### src/rtl/muldiv_sequencer.sv
// Iterative signed multiply/divide engine with its own control FSM.
// Radix-2 Booth multiply and restoring divide, one step per cycle.
// Ports: clock, reset (async, active-low); start_mult/start_div pulses,
//   abort cancel; operand_a/operand_b sampled on start only.
//   busy (registered), stall (busy|starts), done/hilo_load strobe,
//   divby0 strobe; hi/lo result registers (upper/rem, lower/quot).
module muldiv_sequencer #(
    parameter int WIDTH = 32
) (
    input  logic             clock,
    input  logic             reset,
    input  logic             start_mult,
    input  logic             start_div,
    input  logic             abort,
    input  logic [WIDTH-1:0] operand_a,
    input  logic [WIDTH-1:0] operand_b,
    output logic             busy,
    output logic             stall,
    output logic             done,
    output logic             hilo_load,
    output logic             divby0,
    output logic [WIDTH-1:0] hi,
    output logic [WIDTH-1:0] lo
);

    localparam int CW = $clog2(WIDTH);

    typedef enum logic [2:0] {
        IDLE, MULT, DIV, SIGN, DONE, DZ
    } stateT;

    stateT state, stateNext;

    // Layout for both ops: [2W:W+1] upper/remainder,
    // [W:1] lower/quotient, [0] Booth history bit.
    logic [2*WIDTH:0] acc, accNext;
    logic [WIDTH-1:0] mcand, mcandNext;
    logic [CW-1:0]    counter, counterNext;
    logic             signA, signANext;
    logic             signB, signBNext;

    logic [WIDTH-1:0] absA, absB;
    logic [WIDTH:0]   boothUpper, mcandExt, boothSum;
    logic [WIDTH-1:0] remNow, quoNow;
    logic [WIDTH:0]   divShifted, divDiff;
    logic [WIDTH-1:0] remSigned, quoSigned;
    logic             lastStep;

    assign absA = operand_a[WIDTH-1] ? -operand_a : operand_a;
    assign absB = operand_b[WIDTH-1] ? -operand_b : operand_b;

    // Upper half is sign-extended by one bit so subtracting the most
    // negative multiplicand cannot overflow before the shift.
    assign boothUpper = {acc[2*WIDTH], acc[2*WIDTH:WIDTH+1]};
    assign mcandExt   = {mcand[WIDTH-1], mcand};
    always_comb begin
        boothSum = boothUpper;
        if (acc[1:0] == 2'b01) begin
            boothSum = boothUpper + mcandExt;
        end else if (acc[1:0] == 2'b10) begin
            boothSum = boothUpper - mcandExt;
        end
    end

    assign remNow     = acc[2*WIDTH:WIDTH+1];
    assign quoNow     = acc[WIDTH:1];
    assign divShifted = {remNow, quoNow[WIDTH-1]};
    assign divDiff    = divShifted - {1'b0, mcand};

    assign remSigned = signA ? -remNow : remNow;
    assign quoSigned = (signA ^ signB) ? -quoNow : quoNow;

    assign lastStep = (counter == CW'(WIDTH - 1));

    always_comb begin
        stateNext   = state;
        accNext     = acc;
        mcandNext   = mcand;
        counterNext = counter;
        signANext   = signA;
        signBNext   = signB;
        unique case (state)
            IDLE: begin
                if (!abort) begin
                    if (start_div) begin
                        if (operand_b == '0) begin
                            stateNext = DZ;
                        end else begin
                            signANext   = operand_a[WIDTH-1];
                            signBNext   = operand_b[WIDTH-1];
                            mcandNext   = absB;
                            accNext     = {{WIDTH{1'b0}}, absA, 1'b0};
                            counterNext = '0;
                            stateNext   = DIV;
                        end
                    end else if (start_mult) begin
                        mcandNext   = operand_a;
                        accNext     = {{WIDTH{1'b0}}, operand_b, 1'b0};
                        counterNext = '0;
                        stateNext   = MULT;
                    end
                end
            end
            MULT: begin
                accNext     = {boothSum, acc[WIDTH:1]};
                counterNext = counter + CW'(1);
                if (lastStep) begin
                    stateNext = DONE;
                end
            end
            DIV: begin
                if (!divDiff[WIDTH]) begin
                    accNext = {divDiff[WIDTH-1:0],
                               quoNow[WIDTH-2:0], 1'b1, 1'b0};
                end else begin
                    accNext = {divShifted[WIDTH-1:0],
                               quoNow[WIDTH-2:0], 1'b0, 1'b0};
                end
                counterNext = counter + CW'(1);
                if (lastStep) begin
                    stateNext = SIGN;
                end
            end
            SIGN: begin
                accNext   = {remSigned, quoSigned, 1'b0};
                stateNext = DONE;
            end
            DONE:    stateNext = IDLE;
            DZ:      stateNext = IDLE;
            default: stateNext = IDLE;
        endcase
        if (abort && state != IDLE) begin
            stateNext = IDLE;
        end
    end

    always_ff @(posedge clock or negedge reset) begin
        if (!reset) begin
            state   <= IDLE;
            acc     <= '0;
            mcand   <= '0;
            counter <= '0;
            signA   <= 1'b0;
            signB   <= 1'b0;
            busy    <= 1'b0;
            hi      <= '0;
            lo      <= '0;
        end else begin
            state   <= stateNext;
            acc     <= accNext;
            mcand   <= mcandNext;
            counter <= counterNext;
            signA   <= signANext;
            signB   <= signBNext;
            busy    <= (stateNext != IDLE);
            if (done) begin
                hi <= acc[2*WIDTH:WIDTH+1];
                lo <= acc[WIDTH:1];
            end
        end
    end

    // An abort in the DONE cycle must suppress the write as well.
    assign done      = (state == DONE) && !abort;
    assign hilo_load = done;
    assign divby0    = (state == DZ) && !abort;
    assign stall     = busy | start_mult | start_div;

endmodule

### config.mk
export PLATFORM = sky130hd
export DESIGN_NAME = muldiv_sequencer
export DESIGN_NICKNAME = d
export VERILOG_FILES = /design/src/rtl/muldiv_sequencer.sv
export SDC_FILE = /design/constraint.sdc
export NUM_CORES = 1
export LEC_CHECK = 0
export CORE_ASPECT_RATIO = 0.9
export CORE_MARGIN = 3
export CORE_UTILIZATION = 40
export CTS_CLUSTER_SIZE = 20
export DETAILED_ROUTE_END_ITERATION = 10
export PLACE_DENSITY = 0.55
export SYNTH_ARGS = -nofsm -noshare
export SYNTH_HDL_FRONTEND = slang
export SYNTH_SLANG_ARGS = --single-unit
export TNS_END_PERCENT = 1
### constraint.sdc
create_clock -name clock -period 4.1 [get_ports clock]
set_input_delay 0.82 -clock clock [delete_from_list [all_inputs] [get_ports clock]]
set_output_delay 0.82 -clock clock [all_outputs]
set_load 0.005 [all_outputs]
==> reports/metrics.cfg <==
[sta]
final_min_period_over_clock_period_pct = 95.4
final.setup_skew_ns = 0.0208
setup_viol_count_final = 0
report.final.hold_viol_count = 0
timing.final.ws_setup_ns = 0.189
hold-worst-slack_ns = 0.397
setup-tns-final_ns = 0
max-slew-margin-rel_pct = 38.1
slew_violations = 0
worst_pin_slew_ns = 0.926
fmaxAchievable_mhz = 256
layout_min_cycle_time_ns = 3.91
grt_setup_unrepaired = no

[placed_design]
postPlaceCellArea_um2 = 19100
routabilityCongestion = 1.03
placed_cells_incl_taps = 2784
pre_cts_slack_ns = 0.0313
dp_hpwl_mm = 49.9
portBuffers = 137

[critical_path]
worst_path_max_delay_cell = sky130_fd_sc_hd__a2111o_1
cp_common_cell = sky130_fd_sc_hd__a2111o_1
worst_path_largest_cell_delay_ns = 0.46
worstPathCellList = ha_1 -> fa_1 -> nand2b_1 -> a2111o_1 -> a2111o_1 -> a311o_1 -> o21ai_1 -> a21oi_1 -> a211oi_2 -> nand4_1 -> a22oi_1 -> o211ai_1
worstPathRequired_ns = 4.45
path_max_fanout = 4
crit_type = flip-flop to flip-flop
cp-start-kind = flip-flop
worst-path-buf-inv = 0
cpLargestDelayFamily = compound AO/OA/AOI/OAI gates
arrival_ns = 4.26
end_kind = flip-flop

[yosys]
post_synth_xor_area_fraction_pct = 6.20
post_synth_and_or_nand_nor_area_fraction_pct = 18.2
synth_top_cell_by_area = sky130_fd_sc_hd__dfrtp_1
synthFlopType = sky130_fd_sc_hd__dfrtp_1
synth_top_area_share_pct = 25.8
synth.distinct_cells = 89
synth-edff-count = 0
combinational_family_with_the_most_area_after_synthesis = compound AO/OA/AOI/OAI gates
synth_fa_ha_area_share_pct = 8.17
synth-seq-cells = 172
ys_warn_count = 0
synthesis.area_per_instance_um2 = 7.84
synth_compound_gate_area_share_pct = 29.2
synth.yosys.seq_area_share_pct = 25.8
synth_area_leaders = sky130_fd_sc_hd__dfrtp_1 (26%), sky130_fd_sc_hd__ha_1 (7.8%), sky130_fd_sc_hd__o21ai_0 (6.3%)
synthesized_net_count = 2301
synth.area.mux_share_pct = 6.79
synth_cells = 2125
asr_flop_ratio_synth_pct = 100
post_synth_instance_area_um2 = 16700

[drt]
detailedRoute.firstIterationViolations = 1998
remaining_drc_errors = 0
dr_total_vias = 17570
detailedRoute.firstPassIterationCount = 6
drtAntennaViolNets = 0
detail_route.vias_per_cell = 6.24
wl_per_cell_um = 23.2
wl_mm = 65.2

[die]
fp.dieArea_um2 = 44100
start_util_pct = 40.7
chipWidth_um = 221
boundaryPins = 138
fp.coreArea_um2 = 40900
num_rows = 70
die_y_um = 200

[pwr]
p_per_area_nw_per_um2 = 725
vdd_drop_max_mv = 0.339
reported_leakage_power_nw = 8.35

[clock_network]
cts_made_buffers = 17
ctsRootBufferMaster = sky130_fd_sc_hd__clkbuf_16
clkSlewWorstSetupHoldPaths_ns = 0.09
cts_hold_buf = 0
cts_max_path_buffers = 2
cts_tree = done
clock_sinks = 172
insertion_delay_ns = 0.48
setup_fix_buffers_added_after_clock_tree_synthesis = 0
cts-htree-levels = 4

[layout]
area_growth_synth_to_finish_pct = 18.5
post_layout_nonfiller_instances = 2817
post-route-cell-area_um2 = 19700
finalNetCount = 2439
layout-drive-gt1-share_pct = 12.6

[grt]
globalRouteTotalUtil_pct = 29.0
maximum_number_of_pins_on_one_net_before_global_route_repair = 93
first_global_vias = 16096
grt_antenna_before_repair = 2
grt_pass1_wl_mm = 99.4
gr-total-overflow = 0

[status]
status = completed

[flow_run]
drv.max_cap_violation_count = 0

[hold_path]
min-delay-path-class = input port to asynchronous set/reset pin

## timing repair
| item | CTS | global route |
|---|---|---|
| resized for setup | 0 | 2 |
| endpoints found under the setup margin | 0 | 1 |
| hold endpoints to repair | 0 | 0 |
## layout make-up
type                            count  area [um^2]
Antenna cell                        1         2.50
Clock buffer                       17          425
Clock inverter                     15          171
Fill cell                        4011        21200
Inverter                           95          357
Multi-Input combinational cell   1716        11400
Sequential cell                   172         4300
Tap cell                          540          676
Timing Repair Buffer              261         2360
## final timing paths
path | from | end | slack (ns) | cells after the start
hold / removal | reset | hi[16] | 0.40 | 1
min in group clock | counter[4] | counter[4] | 0.50 | 2
setup reg to reg | mcand[0] | acc[64] | 0.19 | 12
hold reg to reg | counter[4] | counter[4] | 0.50 | 2
max in group asynchronous | reset | lo[23] | 2.74 | 2
setup / recovery | mcand[0] | acc[64] | 0.19 | 12
## metrics by stage
stage               power (mW)  utilization, %
floorplan                 9.09               -
global placement          12.3            46.8
detailed placement        12.4            46.8
CTS                       14.1            48.3
global route              15.4            48.3
finish                    14.3            48.3
## cell families after synthesis
family,Yosys count
AO/OA/AOI/OAI,753
AND/OR/NAND/NOR,634
buffers and inverters,237
flip-flops,172
XOR/XNOR,118
adder cells (fa/ha/maj),107
multiplexers,104
## registers in the layout, summed over array words and instances (netlist names)
signal,cells
acc,65
hi,32
lo,32
mcand,32
counter,5
state,3
busy,1
signA,1
signB,1
## where the power goes
part           switching, mW  internal [mW]  total (mW)
combinational           5.56           3.93        9.49
sequential             0.811           2.31        3.12
clock                  0.877          0.818        1.70
## cells in the final DEF (no fill, tap or decap), types with 13 or more instances in the layout
cell / netlist / routed
sky130_fd_sc_hd__buf_4: 3 / 119
sky130_fd_sc_hd__nand2_1: 179 / 179
sky130_fd_sc_hd__xor2_1: 61 / 61
sky130_fd_sc_hd__a222oi_1: 13 / 13
sky130_fd_sc_hd__o31ai_1: 34 / 34
sky130_fd_sc_hd__nand2b_1: 16 / 16
sky130_fd_sc_hd__nand3_1: 33 / 33
sky130_fd_sc_hd__a22oi_1: 17 / 17
sky130_fd_sc_hd__clkbuf_16: 0 / 17
sky130_fd_sc_hd__ha_1: 104 / 104
sky130_fd_sc_hd__o21ai_0: 210 / 210
sky130_fd_sc_hd__nor3_1: 54 / 53
sky130_fd_sc_hd__o211ai_1: 32 / 32
sky130_fd_sc_hd__o221ai_1: 24 / 24
sky130_fd_sc_hd__dfrtp_1: 172 / 172
sky130_fd_sc_hd__xnor2_1: 57 / 56
sky130_fd_sc_hd__nor2_1: 202 / 201
sky130_fd_sc_hd__or3_1: 27 / 27
sky130_fd_sc_hd__a31oi_1: 17 / 17
sky130_fd_sc_hd__inv_1: 92 / 92
sky130_fd_sc_hd__o22ai_1: 20 / 20
sky130_fd_sc_hd__a221oi_1: 18 / 18
sky130_fd_sc_hd__a211oi_1: 20 / 20
sky130_fd_sc_hd__o21bai_1: 13 / 13
sky130_fd_sc_hd__a21o_1: 33 / 33
sky130_fd_sc_hd__o41ai_1: 14 / 14
sky130_fd_sc_hd__a21oi_1: 190 / 190
sky130_fd_sc_hd__nand4_1: 16 / 16
sky130_fd_sc_hd__or2_2: 19 / 19
sky130_fd_sc_hd__clkdlybuf4s50_1: 0 / 135
sky130_fd_sc_hd__mux2i_1: 32 / 32
sky130_fd_sc_hd__nor2b_1: 16 / 15
sky130_fd_sc_hd__mux2_2: 72 / 72
sky130_fd_sc_hd__nor4_1: 19 / 19
sky130_fd_sc_hd__or4_1: 13 / 13
## synth_stat cells (all sizes together) (34+ instances only)
cell    instances
o21ai         216
nor2          202
a21oi         191
nand2         180
dfrtp         172
clkbuf        117
ha            104
inv            92
mux2           72
xor2           61
nor3           58
xnor2          57
o31ai          34
## layer usage
metal / up-vias / wire length, um / GRT usage [%]
li1: 8136 / - / -
met1: 8429 / 30100 / 42.7
met2: 915 / 27000 / 42.2
met3: 88 / 6740 / 7.31
met4: 2 / 1410 / 7.30
met5: - / 13 / 0
Power figures use the tool's default switching activity.
